## src/rtl/mc_pkg.sv

```systemverilog
// mc_pkg: shared state, opcode and ALU-op encodings for multicycle_control (jump support via MC_JUMP_EN)
package mc_pkg;

   typedef enum logic [3:0] {
      FETCH   = 4'd0,
      DECODE  = 4'd1,
      MEMADR  = 4'd2,
      MEMRD   = 4'd3,
      MEMWB   = 4'd4,
      MEMWR   = 4'd5,
      RTEX    = 4'd6,
      RTWB    = 4'd7,
      BEQEX   = 4'd8,
      ADDIEX  = 4'd9,
      ORIEX   = 4'd10,
      IMMWB   = 4'd11,
      JEX     = 4'd12,
      ILLEGAL = 4'd13
   } state_t;

   localparam logic [5:0] OP_RTYPE = 6'd0;
   localparam logic [5:0] OP_LW    = 6'd35;
   localparam logic [5:0] OP_SW    = 6'd43;
   localparam logic [5:0] OP_BEQ   = 6'd4;
   localparam logic [5:0] OP_ADDI  = 6'd8;
   localparam logic [5:0] OP_ORI   = 6'd13;
   localparam logic [5:0] OP_J     = 6'd2;

   localparam logic [1:0] ALUOP_ADD   = 2'b00;
   localparam logic [1:0] ALUOP_SUB   = 2'b01;
   localparam logic [1:0] ALUOP_FUNCT = 2'b10;
   localparam logic [1:0] ALUOP_OR    = 2'b11;

   typedef struct packed {
      logic       mem_rd;
      logic       mem_wr;
      logic       iord;
      logic       ir_write;
      logic       pc_write;
      logic       branch;
      logic [1:0] pc_src;
      logic       alu_src_a;
      logic [1:0] alu_src_b;
      logic       zero_ext;
      logic [1:0] aluop;
      logic       reg_dst;
      logic       mem_to_reg;
      logic       reg_write;
      logic       illegal;
   } ctrl_t;

endpackage

```

## src/rtl/multicycle_control_if.sv

```systemverilog
// multicycle_control_if: opcode/handshake inputs and datapath control outputs of the control FSM
interface multicycle_control_if;
   logic [5:0] opcode;
   logic       mem_ready;
   logic       mem_rd;
   logic       mem_wr;
   logic       iord;
   logic       ir_write;
   logic       pc_write;
   logic       branch;
   logic [1:0] pc_src;
   logic       alu_src_a;
   logic [1:0] alu_src_b;
   logic       zero_ext;
   logic [1:0] aluop;
   logic       reg_dst;
   logic       mem_to_reg;
   logic       reg_write;
   logic       illegal;
   logic [3:0] state;

   modport master (
      input  opcode, mem_ready,
      output mem_rd, mem_wr, iord, ir_write, pc_write, branch, pc_src, alu_src_a,
             alu_src_b, zero_ext, aluop, reg_dst, mem_to_reg, reg_write, illegal, state
   );

   modport slave (
      output opcode, mem_ready,
      input  mem_rd, mem_wr, iord, ir_write, pc_write, branch, pc_src, alu_src_a,
             alu_src_b, zero_ext, aluop, reg_dst, mem_to_reg, reg_write, illegal, state
   );
endinterface

```

## src/rtl/mc_out_decode.sv

```systemverilog
// mc_out_decode: state-to-control decode; JEX decode present only with MC_JUMP_EN
module mc_out_decode import mc_pkg::*; (
   input  state_t state_i,
   input  logic   mem_ready_i,
   input  logic   en_i,
   output ctrl_t  ctrl_o
);
   ctrl_t c;

   // Moore controls per state, IR/PC load in FETCH qualified by mem_ready; all forced low while en_i is low
   always_comb begin
      c = '0;
      case (state_i)
         FETCH:   begin c.mem_rd = 1'b1; c.alu_src_b = 2'b01; c.aluop = ALUOP_ADD; c.ir_write = mem_ready_i; c.pc_write = mem_ready_i; end
         DECODE:  begin c.alu_src_b = 2'b11; c.aluop = ALUOP_ADD; end
         MEMADR:  begin c.alu_src_a = 1'b1; c.alu_src_b = 2'b10; c.aluop = ALUOP_ADD; end
         MEMRD:   begin c.mem_rd = 1'b1; c.iord = 1'b1; end
         MEMWR:   begin c.mem_wr = 1'b1; c.iord = 1'b1; end
         MEMWB:   begin c.reg_write = 1'b1; c.mem_to_reg = 1'b1; end
         RTEX:    begin c.alu_src_a = 1'b1; c.aluop = ALUOP_FUNCT; end
         RTWB:    begin c.reg_write = 1'b1; c.reg_dst = 1'b1; end
         BEQEX:   begin c.alu_src_a = 1'b1; c.aluop = ALUOP_SUB; c.branch = 1'b1; c.pc_src = 2'b01; end
         ADDIEX:  begin c.alu_src_a = 1'b1; c.alu_src_b = 2'b10; c.aluop = ALUOP_ADD; end
         ORIEX:   begin c.alu_src_a = 1'b1; c.alu_src_b = 2'b10; c.aluop = ALUOP_OR; c.zero_ext = 1'b1; end
         IMMWB:   c.reg_write = 1'b1;
`ifdef MC_JUMP_EN
         JEX:     begin c.pc_write = 1'b1; c.pc_src = 2'b10; end
`endif
         ILLEGAL: c.illegal = 1'b1;
         default: c = '0;
      endcase
      ctrl_o = en_i ? c : '0;
   end
endmodule

```

## src/rtl/multicycle_control.sv

```systemverilog
// multicycle_control: multicycle MIPS32 main control FSM; define MC_JUMP_EN to decode j (opcode 2)
module multicycle_control import mc_pkg::*; (
   input  logic                clk,
   input  logic                reset_n,
   multicycle_control_if.master bus
);
   state_t state_q, state_d;
   ctrl_t  ctrl;

   function automatic state_t dispatch(input logic [5:0] op);
      case (op)
         OP_RTYPE:     return RTEX;
         OP_LW, OP_SW: return MEMADR;
         OP_BEQ:       return BEQEX;
         OP_ADDI:      return ADDIEX;
         OP_ORI:       return ORIEX;
`ifdef MC_JUMP_EN
         OP_J:         return JEX;
`endif
         default:      return ILLEGAL;
      endcase
   endfunction

   // Next state: memory states stall on mem_ready, ILLEGAL holds until reset
   always_comb begin
      state_d = FETCH;
      case (state_q)
         FETCH:         state_d = bus.mem_ready ? DECODE : FETCH;
         DECODE:        state_d = dispatch(bus.opcode);
         MEMADR:        state_d = (bus.opcode == OP_LW) ? MEMRD : MEMWR;
         MEMRD:         state_d = bus.mem_ready ? MEMWB : MEMRD;
         MEMWR:         state_d = bus.mem_ready ? FETCH : MEMWR;
         RTEX:          state_d = RTWB;
         ADDIEX, ORIEX: state_d = IMMWB;
         ILLEGAL:       state_d = ILLEGAL;
         default:       state_d = FETCH;
      endcase
   end

   // State register, asynchronously returned to FETCH by reset
   always_ff @(posedge clk or negedge reset_n)
      if (!reset_n) state_q <= FETCH;
      else          state_q <= state_d;

   mc_out_decode u_dec (
      .state_i     (state_q),
      .mem_ready_i (bus.mem_ready),
      .en_i        (reset_n),
      .ctrl_o      (ctrl)
   );

   assign bus.mem_rd     = ctrl.mem_rd;
   assign bus.mem_wr     = ctrl.mem_wr;
   assign bus.iord       = ctrl.iord;
   assign bus.ir_write   = ctrl.ir_write;
   assign bus.pc_write   = ctrl.pc_write;
   assign bus.branch     = ctrl.branch;
   assign bus.pc_src     = ctrl.pc_src;
   assign bus.alu_src_a  = ctrl.alu_src_a;
   assign bus.alu_src_b  = ctrl.alu_src_b;
   assign bus.zero_ext   = ctrl.zero_ext;
   assign bus.aluop      = ctrl.aluop;
   assign bus.reg_dst    = ctrl.reg_dst;
   assign bus.mem_to_reg = ctrl.mem_to_reg;
   assign bus.reg_write  = ctrl.reg_write;
   assign bus.illegal    = ctrl.illegal;
   assign bus.state      = state_q;
endmodule
```

## src/flat_wrapper.sv

```systemverilog
// flat-port wrapper written by rule: the top's interface ports become plain ports
module multicycle_control_flat import mc_pkg::*;
  (clk, reset_n, bus_opcode, bus_mem_ready, bus_mem_rd, bus_mem_wr, bus_iord, bus_ir_write, bus_pc_write, bus_branch, bus_pc_src, bus_alu_src_a, bus_alu_src_b, bus_zero_ext, bus_aluop, bus_reg_dst, bus_mem_to_reg, bus_reg_write, bus_illegal, bus_state);
  multicycle_control_if bus_i ();
  input  logic clk;
  input  logic reset_n;
  input wire logic [$bits(bus_i.opcode)-1:0] bus_opcode;
  input wire logic [$bits(bus_i.mem_ready)-1:0] bus_mem_ready;
  output wire logic [$bits(bus_i.mem_rd)-1:0] bus_mem_rd;
  output wire logic [$bits(bus_i.mem_wr)-1:0] bus_mem_wr;
  output wire logic [$bits(bus_i.iord)-1:0] bus_iord;
  output wire logic [$bits(bus_i.ir_write)-1:0] bus_ir_write;
  output wire logic [$bits(bus_i.pc_write)-1:0] bus_pc_write;
  output wire logic [$bits(bus_i.branch)-1:0] bus_branch;
  output wire logic [$bits(bus_i.pc_src)-1:0] bus_pc_src;
  output wire logic [$bits(bus_i.alu_src_a)-1:0] bus_alu_src_a;
  output wire logic [$bits(bus_i.alu_src_b)-1:0] bus_alu_src_b;
  output wire logic [$bits(bus_i.zero_ext)-1:0] bus_zero_ext;
  output wire logic [$bits(bus_i.aluop)-1:0] bus_aluop;
  output wire logic [$bits(bus_i.reg_dst)-1:0] bus_reg_dst;
  output wire logic [$bits(bus_i.mem_to_reg)-1:0] bus_mem_to_reg;
  output wire logic [$bits(bus_i.reg_write)-1:0] bus_reg_write;
  output wire logic [$bits(bus_i.illegal)-1:0] bus_illegal;
  output wire logic [$bits(bus_i.state)-1:0] bus_state;
  assign bus_i.opcode = bus_opcode;
  assign bus_i.mem_ready = bus_mem_ready;
  assign bus_mem_rd = bus_i.mem_rd;
  assign bus_mem_wr = bus_i.mem_wr;
  assign bus_iord = bus_i.iord;
  assign bus_ir_write = bus_i.ir_write;
  assign bus_pc_write = bus_i.pc_write;
  assign bus_branch = bus_i.branch;
  assign bus_pc_src = bus_i.pc_src;
  assign bus_alu_src_a = bus_i.alu_src_a;
  assign bus_alu_src_b = bus_i.alu_src_b;
  assign bus_zero_ext = bus_i.zero_ext;
  assign bus_aluop = bus_i.aluop;
  assign bus_reg_dst = bus_i.reg_dst;
  assign bus_mem_to_reg = bus_i.mem_to_reg;
  assign bus_reg_write = bus_i.reg_write;
  assign bus_illegal = bus_i.illegal;
  assign bus_state = bus_i.state;
  multicycle_control u_core (.clk(clk), .reset_n(reset_n), .bus(bus_i));
endmodule
```

## config.mk

```make
export PLATFORM = sky130hd
export DESIGN_NAME = multicycle_control_flat
export DESIGN_NICKNAME = d
export VERILOG_FILES = /design/src/rtl/mc_pkg.sv /design/src/rtl/multicycle_control_if.sv /design/src/rtl/mc_out_decode.sv /design/src/rtl/multicycle_control.sv /design/src/flat_wrapper.sv
export SDC_FILE = /design/constraint.sdc
export NUM_CORES = 1
export LEC_CHECK = 0
export BUFFER_PORTS_ARGS = -buffer_cell sky130_fd_sc_hd__buf_4
export CAP_MARGIN = 20
export CORE_AREA = 2 2 45 68
export CTS_CLUSTER_DIAMETER = 30
export CTS_CLUSTER_SIZE = 28
export DETAILED_ROUTE_END_ITERATION = 16
export DIE_AREA = 0 0 47 70
export PLACE_DENSITY = 0.46
export SYNTH_ARGS = -nofsm -noshare
export SYNTH_HDL_FRONTEND = slang
export SYNTH_HIERARCHICAL = 1
export SYNTH_SLANG_ARGS = --single-unit
```

## constraint.sdc

```tcl
create_clock -name clk -period 3.3 [get_ports clk]
set_input_delay 0.33 -clock clk [delete_from_list [all_inputs] [get_ports clk]]
set_output_delay 0.33 -clock clk [all_outputs]
set_load 0.05 [all_outputs]
```

# After elaboration in Yosys (flattened, before gate mapping)
# Cells that the tools add are included.
[word_totals] regBits=4 input_bits=9 output_inout_bits=22 wordCells=47
[op_classes] n_eq_ne=17 muxes=20 reduce_logical=9
[op_table] cell="case mux 4 bit (8 select lines)" count=1
[op_table] cell="== test 4 bit (second input constant)" count=5
[op_table] cell="case mux 4 bit (5 select lines)" count=1
[op_table] cell="2-to-1 mux 18 bit" count=1
[op_table] cell="== test 4 x 3 -> 1 bit (second input constant)" count=4
[op_table] cell="== test 6 x 4 -> 1 bit (second input constant)" count=2
[op_table] cell="== test 6 bit (second input constant)" count=2
[op_table] cell="2-to-1 mux 3 bit" count=4
[op_table] cell="case mux 2 bit (3 select lines)" count=2
[op_table] cell="2-to-1 mux 1 bit" count=10
[op_table] cell="== test 4 x 2 -> 1 bit (second input constant)" count=2
[op_table] cell="OR reduction 2 bit" count=4
[op_table] cell="== test 6 x 3 -> 1 bit (second input constant)" count=1
[op_table] cell="logical NOT 6 bit" count=1
[op_table] cell="OR reduction 3 bit" count=2
[op_table] cell="OR reduction 5 bit" count=1
[op_table] cell="== test 4 x 1 -> 1 bit (second input constant)" count=1
[op_table] cell="logical NOT 4 bit" count=1
[op_table] cell="2-to-1 mux 2 bit" count=1

# Longest topological paths before layout
[depth] word_depth=4 depth_mapped=5 depth_no_buf=4

# Cells and area by module
# Netlist, hierarchy kept.
[by_module_without_submodules] mod="multicycle_control" n_inst=1 cells_per_inst=53 area_each_um2=406.6 seq_area_each_um2=100.1
[by_module_without_submodules] mod="mc_out_decode" n_inst=1 cells_per_inst=36 area_each_um2=265.3 seq_area_each_um2=0.0

# Least setup slack after synthesis
# No wires, ideal clock.
[synth_timing] path_kind="reg2out" startpoint="register u_core.state_q[2], in the netlist u_core/bus.state[2]" endpoint="output port bus_branch" arrival_time_ps=2080 t_required_ps=2970 setup_slack_ps=890 stages_incl_launch_ff=5 n_path_buf=2 cell_sequence="dfrtp_1 > buf_6 > nand3b_1 > nor2_1 > buf_4"
[synth_via] elab_chain_cells=3
[synth_lines] item="start: declaration" line="multicycle_control.sv:7" rtl="state_t state_q, state_d;"
[synth_lines] item="start signal: assignment" line="multicycle_control.sv:43" rtl="else state_q <= state_d;"
[synth_lines] item="== test 4 bit" line="mc_out_decode.sv:13" rtl="case (state_i)"
[synth_lines] item="2-to-1 mux 3 bit" line="mc_out_decode.sv:13"
[synth_lines] item="2-to-1 mux 18 bit" line="mc_out_decode.sv:32" rtl="ctrl_o = en_i ? c : '0;"
[synth_lines] item="end: declaration" line="flat_wrapper.sv:14" rtl="output wire logic [$bits(bus_i.branch)-1:0] bus_branch;"
# No other way between the ends.

# Final worst setup path
[layout_timing] startpoint="input port reset_n" endpoint="output port bus_mem_wr"
[layout_via] elab_chain_cells=1
[layout_lines] item="start: declaration" line="flat_wrapper.sv:6" rtl="input logic reset_n;"
[layout_lines] item="2-to-1 mux 18 bit" line="mc_out_decode.sv:32"
[layout_lines] item="end: declaration" line="flat_wrapper.sv:10" rtl="output wire logic [$bits(bus_i.mem_wr)-1:0] bus_mem_wr;"
# No other way between the ends.

==> flow_metrics.env <==
export IMPL_slew_viol_final=0
export IMPL_firstDrtPassIters=4
export IMPL_avgSynthCellArea_um2=7.549
export IMPL_clockRootBuffer="clkbuf_8"
export IMPL_dieArea_um2=3290
export IMPL_post_cts_buffers=0
export IMPL_final_util_pct=33.20
export IMPL_syn_cell_area_um2=671.9
export IMPL_die_x_um=47
export IMPL_setup_viol=0
export IMPL_syn_to_final_growth_pct=36.50
export IMPL_start_kind="input port"
export IMPL_worstPathArrival_ns=1.66
export IMPL_numCtsBuffers=3
export IMPL_routed_wl_um=1825
export IMPL_io_pins=31
export IMPL_rsz0062_at_grt="false"
export IMPL_setup_ws_ns=1.313
export IMPL_post_route_period_util_pct=60.20
export IMPL_chipHeight_um=70
export IMPL_tns_ns=0
export IMPL_place_gp_congestion=0.6784
export IMPL_max_freq_mhz=503.3
export IMPL_clk_pin_slew_ns=0.03
export IMPL_synth_async_sr_flop_share_pct=100.0
export IMPL_clockBufferDepth=2
export IMPL_hold_viol=0
export IMPL_critical_path_max_fanout=12
export IMPL_ctsHtreeMaxLevel=1
export IMPL_insertion_delay_ns=0.21
export IMPL_numPortBuffers=29
export IMPL_grt_antenna_before_repair=0
export IMPL_critPathCaptureType="primary output"
export IMPL_drtAntennaViolNets=0
export IMPL_clock_skew_ns=0.0007083
export IMPL_dp_hpwl_um=1410
export IMPL_yosys_warnings=6
export IMPL_drc=0
export IMPL_grt_pass1_vias=698
export IMPL_ir_drop_v=0.0004916
export IMPL_drive_gt1_share_pct=34.21
export IMPL_synth_nets=98
export IMPL_p_per_area_nw_per_um2=977.2
export IMPL_ys_flop_type="dfrtp_1"
export IMPL_holdCritPathClass="input port to flop"
export IMPL_num_rows=24
export IMPL_ys_ff_latch=4
export IMPL_initial_core_util_pct=24.32
export IMPL_vias=722
export IMPL_clock_sinks=4
export IMPL_nets=125
export IMPL_tritoncts="done"
export IMPL_track_usage_pct=12.52
export IMPL_avgViaCountPerCell=4.719
export IMPL_hold_ws_ns=0.4001
export IMPL_ys_types=39
export IMPL_critPathMaxStageDelay_ns=0.53
export IMPL_diodes=0
export IMPL_crit_top_cell="buf_4"
export IMPL_ys_seq_area_share_pct=14.90
export IMPL_synth_edf_count=0
export IMPL_most_common_layout_cells="29 x buf_4, 10 x nor2_1, 8 x nand2_1"
export IMPL_first_iter_violations=12
export IMPL_p_leak_nw=0.4380
export IMPL_grt_overflow=0
export IMPL_crit_path_top_delay_cell="dlygate4sd3_1"
export IMPL_syn_inst=89
export IMPL_worstMarginPinSlew_ns=0.6069
export IMPL_largest_register_ff_count=4
export IMPL_final_common_cell="buf_4"
export IMPL_crit_chain="dlygate4sd3_1 > buf_4 > nand3b_1 > nor3b_2 > buf_4"
export IMPL_grt_max_degree=20
export IMPL_core_um2=2763
export IMPL_relSlewSlack_pct=59.54
export IMPL_maxCapViolations=0
export IMPL_wl_per_cell_um=11.93
export IMPL_outcome="finished clean"
export IMPL_min_period_ns=1.987
export IMPL_cp_required_ns=2.97
export IMPL_post_place_ws_ns=1.578
export IMPL_grt_pass1_wl_um=3132
export IMPL_crit_type="input port to primary output"
## kinds of logic (layout without fill, tap and decap cells)
logic type	Yosys count	in the layout	share of synthesized area, %
DFF	4	4	14.90
buffers and inverters	12	37	13.03
muxes	1	1	1.490
other	1	1	0.5581
AOI/OAI and AO/OA	20	20	21.04
xor gates and xnor gates	5	5	6.519
and+or+nand+nor	46	46	42.46
## where the power goes
part	internal (mW)	switching, mW
combinational	0.223	0.392
clock	0.0775	0.0222
sequential	0.0719	0.110
## metrics by stage
stage | std cells | cell area (um^2) | total power [mW]
floorplan | 89 | 671.9 | 0.6714
global placement | 149 | 865.8 | 0.8025
detailed placement | 149 | 865.8 | 0.8002
CTS | 153 | 917.1 | 0.9042
global route | 153 | 917.1 | 0.9672
finish | 153 | 917.1 | 0.8962
## synth_stat cells, drive strengths merged, types with 2 or more instances
master | count | area, um^2
nor2 | 10 | 37.54
xor2 | 2 | 17.52
nand2b | 3 | 18.77
xnor2 | 3 | 26.28
nor3b | 4 | 45.05
nor3 | 6 | 40.04
inv | 4 | 15.01
dfrtp | 4 | 100.1
a21oi | 4 | 20.02
o21ai | 5 | 25.02
buf | 7 | 67.56
nand2 | 8 | 30.03
and3 | 5 | 31.28
nand3b | 3 | 22.52
## routing by layer
layer / routed length, um / GRT usage (%)
met2: 911 / 20.55
met4: 49 / 5.864
met1: 764 / 14.67
met3: 100 / 2.584
met5: 0 / 0
## critical path, delay by kind of cell
kind	cells	cell delay [ns]
buffers and inverters	3	0.93
AND/OR/NAND/NOR	2	0.40
## worst paths after layout
path,startpoint,end,slack (ns),cells after the start
max,reset_n,bus_mem_wr,1.31,5
min,bus_opcode[2],u_core/bus.state[3],0.40,3
max reg2reg,u_core/bus.state[3],u_core/bus.state[1],1.66,4
min reg2reg,u_core/bus.state[3],u_core/bus.state[3],0.80,2
max in group asynchronous,reset_n,u_core/bus.state[0],2.68,2
min in group asynchronous,reset_n,u_core/bus.state[2],0.49,2
## cell type report
| cell class | instances | area (um^2) |
|---|---|---|
| Clock buffer | 3 | 41.29 |
| Fill cell | 316 | 1846 |
| Inverter | 4 | 15.01 |
| Multi-Input combinational cell | 73 | 484.2 |
| Sequential cell | 4 | 100.1 |
| Tap cell | 39 | 48.80 |
| Timing Repair Buffer | 30 | 227.7 |
## repair_timing
| action | CTS | global route |
|---|---|---|
| resized for setup | 0 | 0 |
| hold buffers | 1 | 0 |
| hold endpoints to repair | 4 | 0 |
Note: power is estimated with default switching activity, not from simulation.
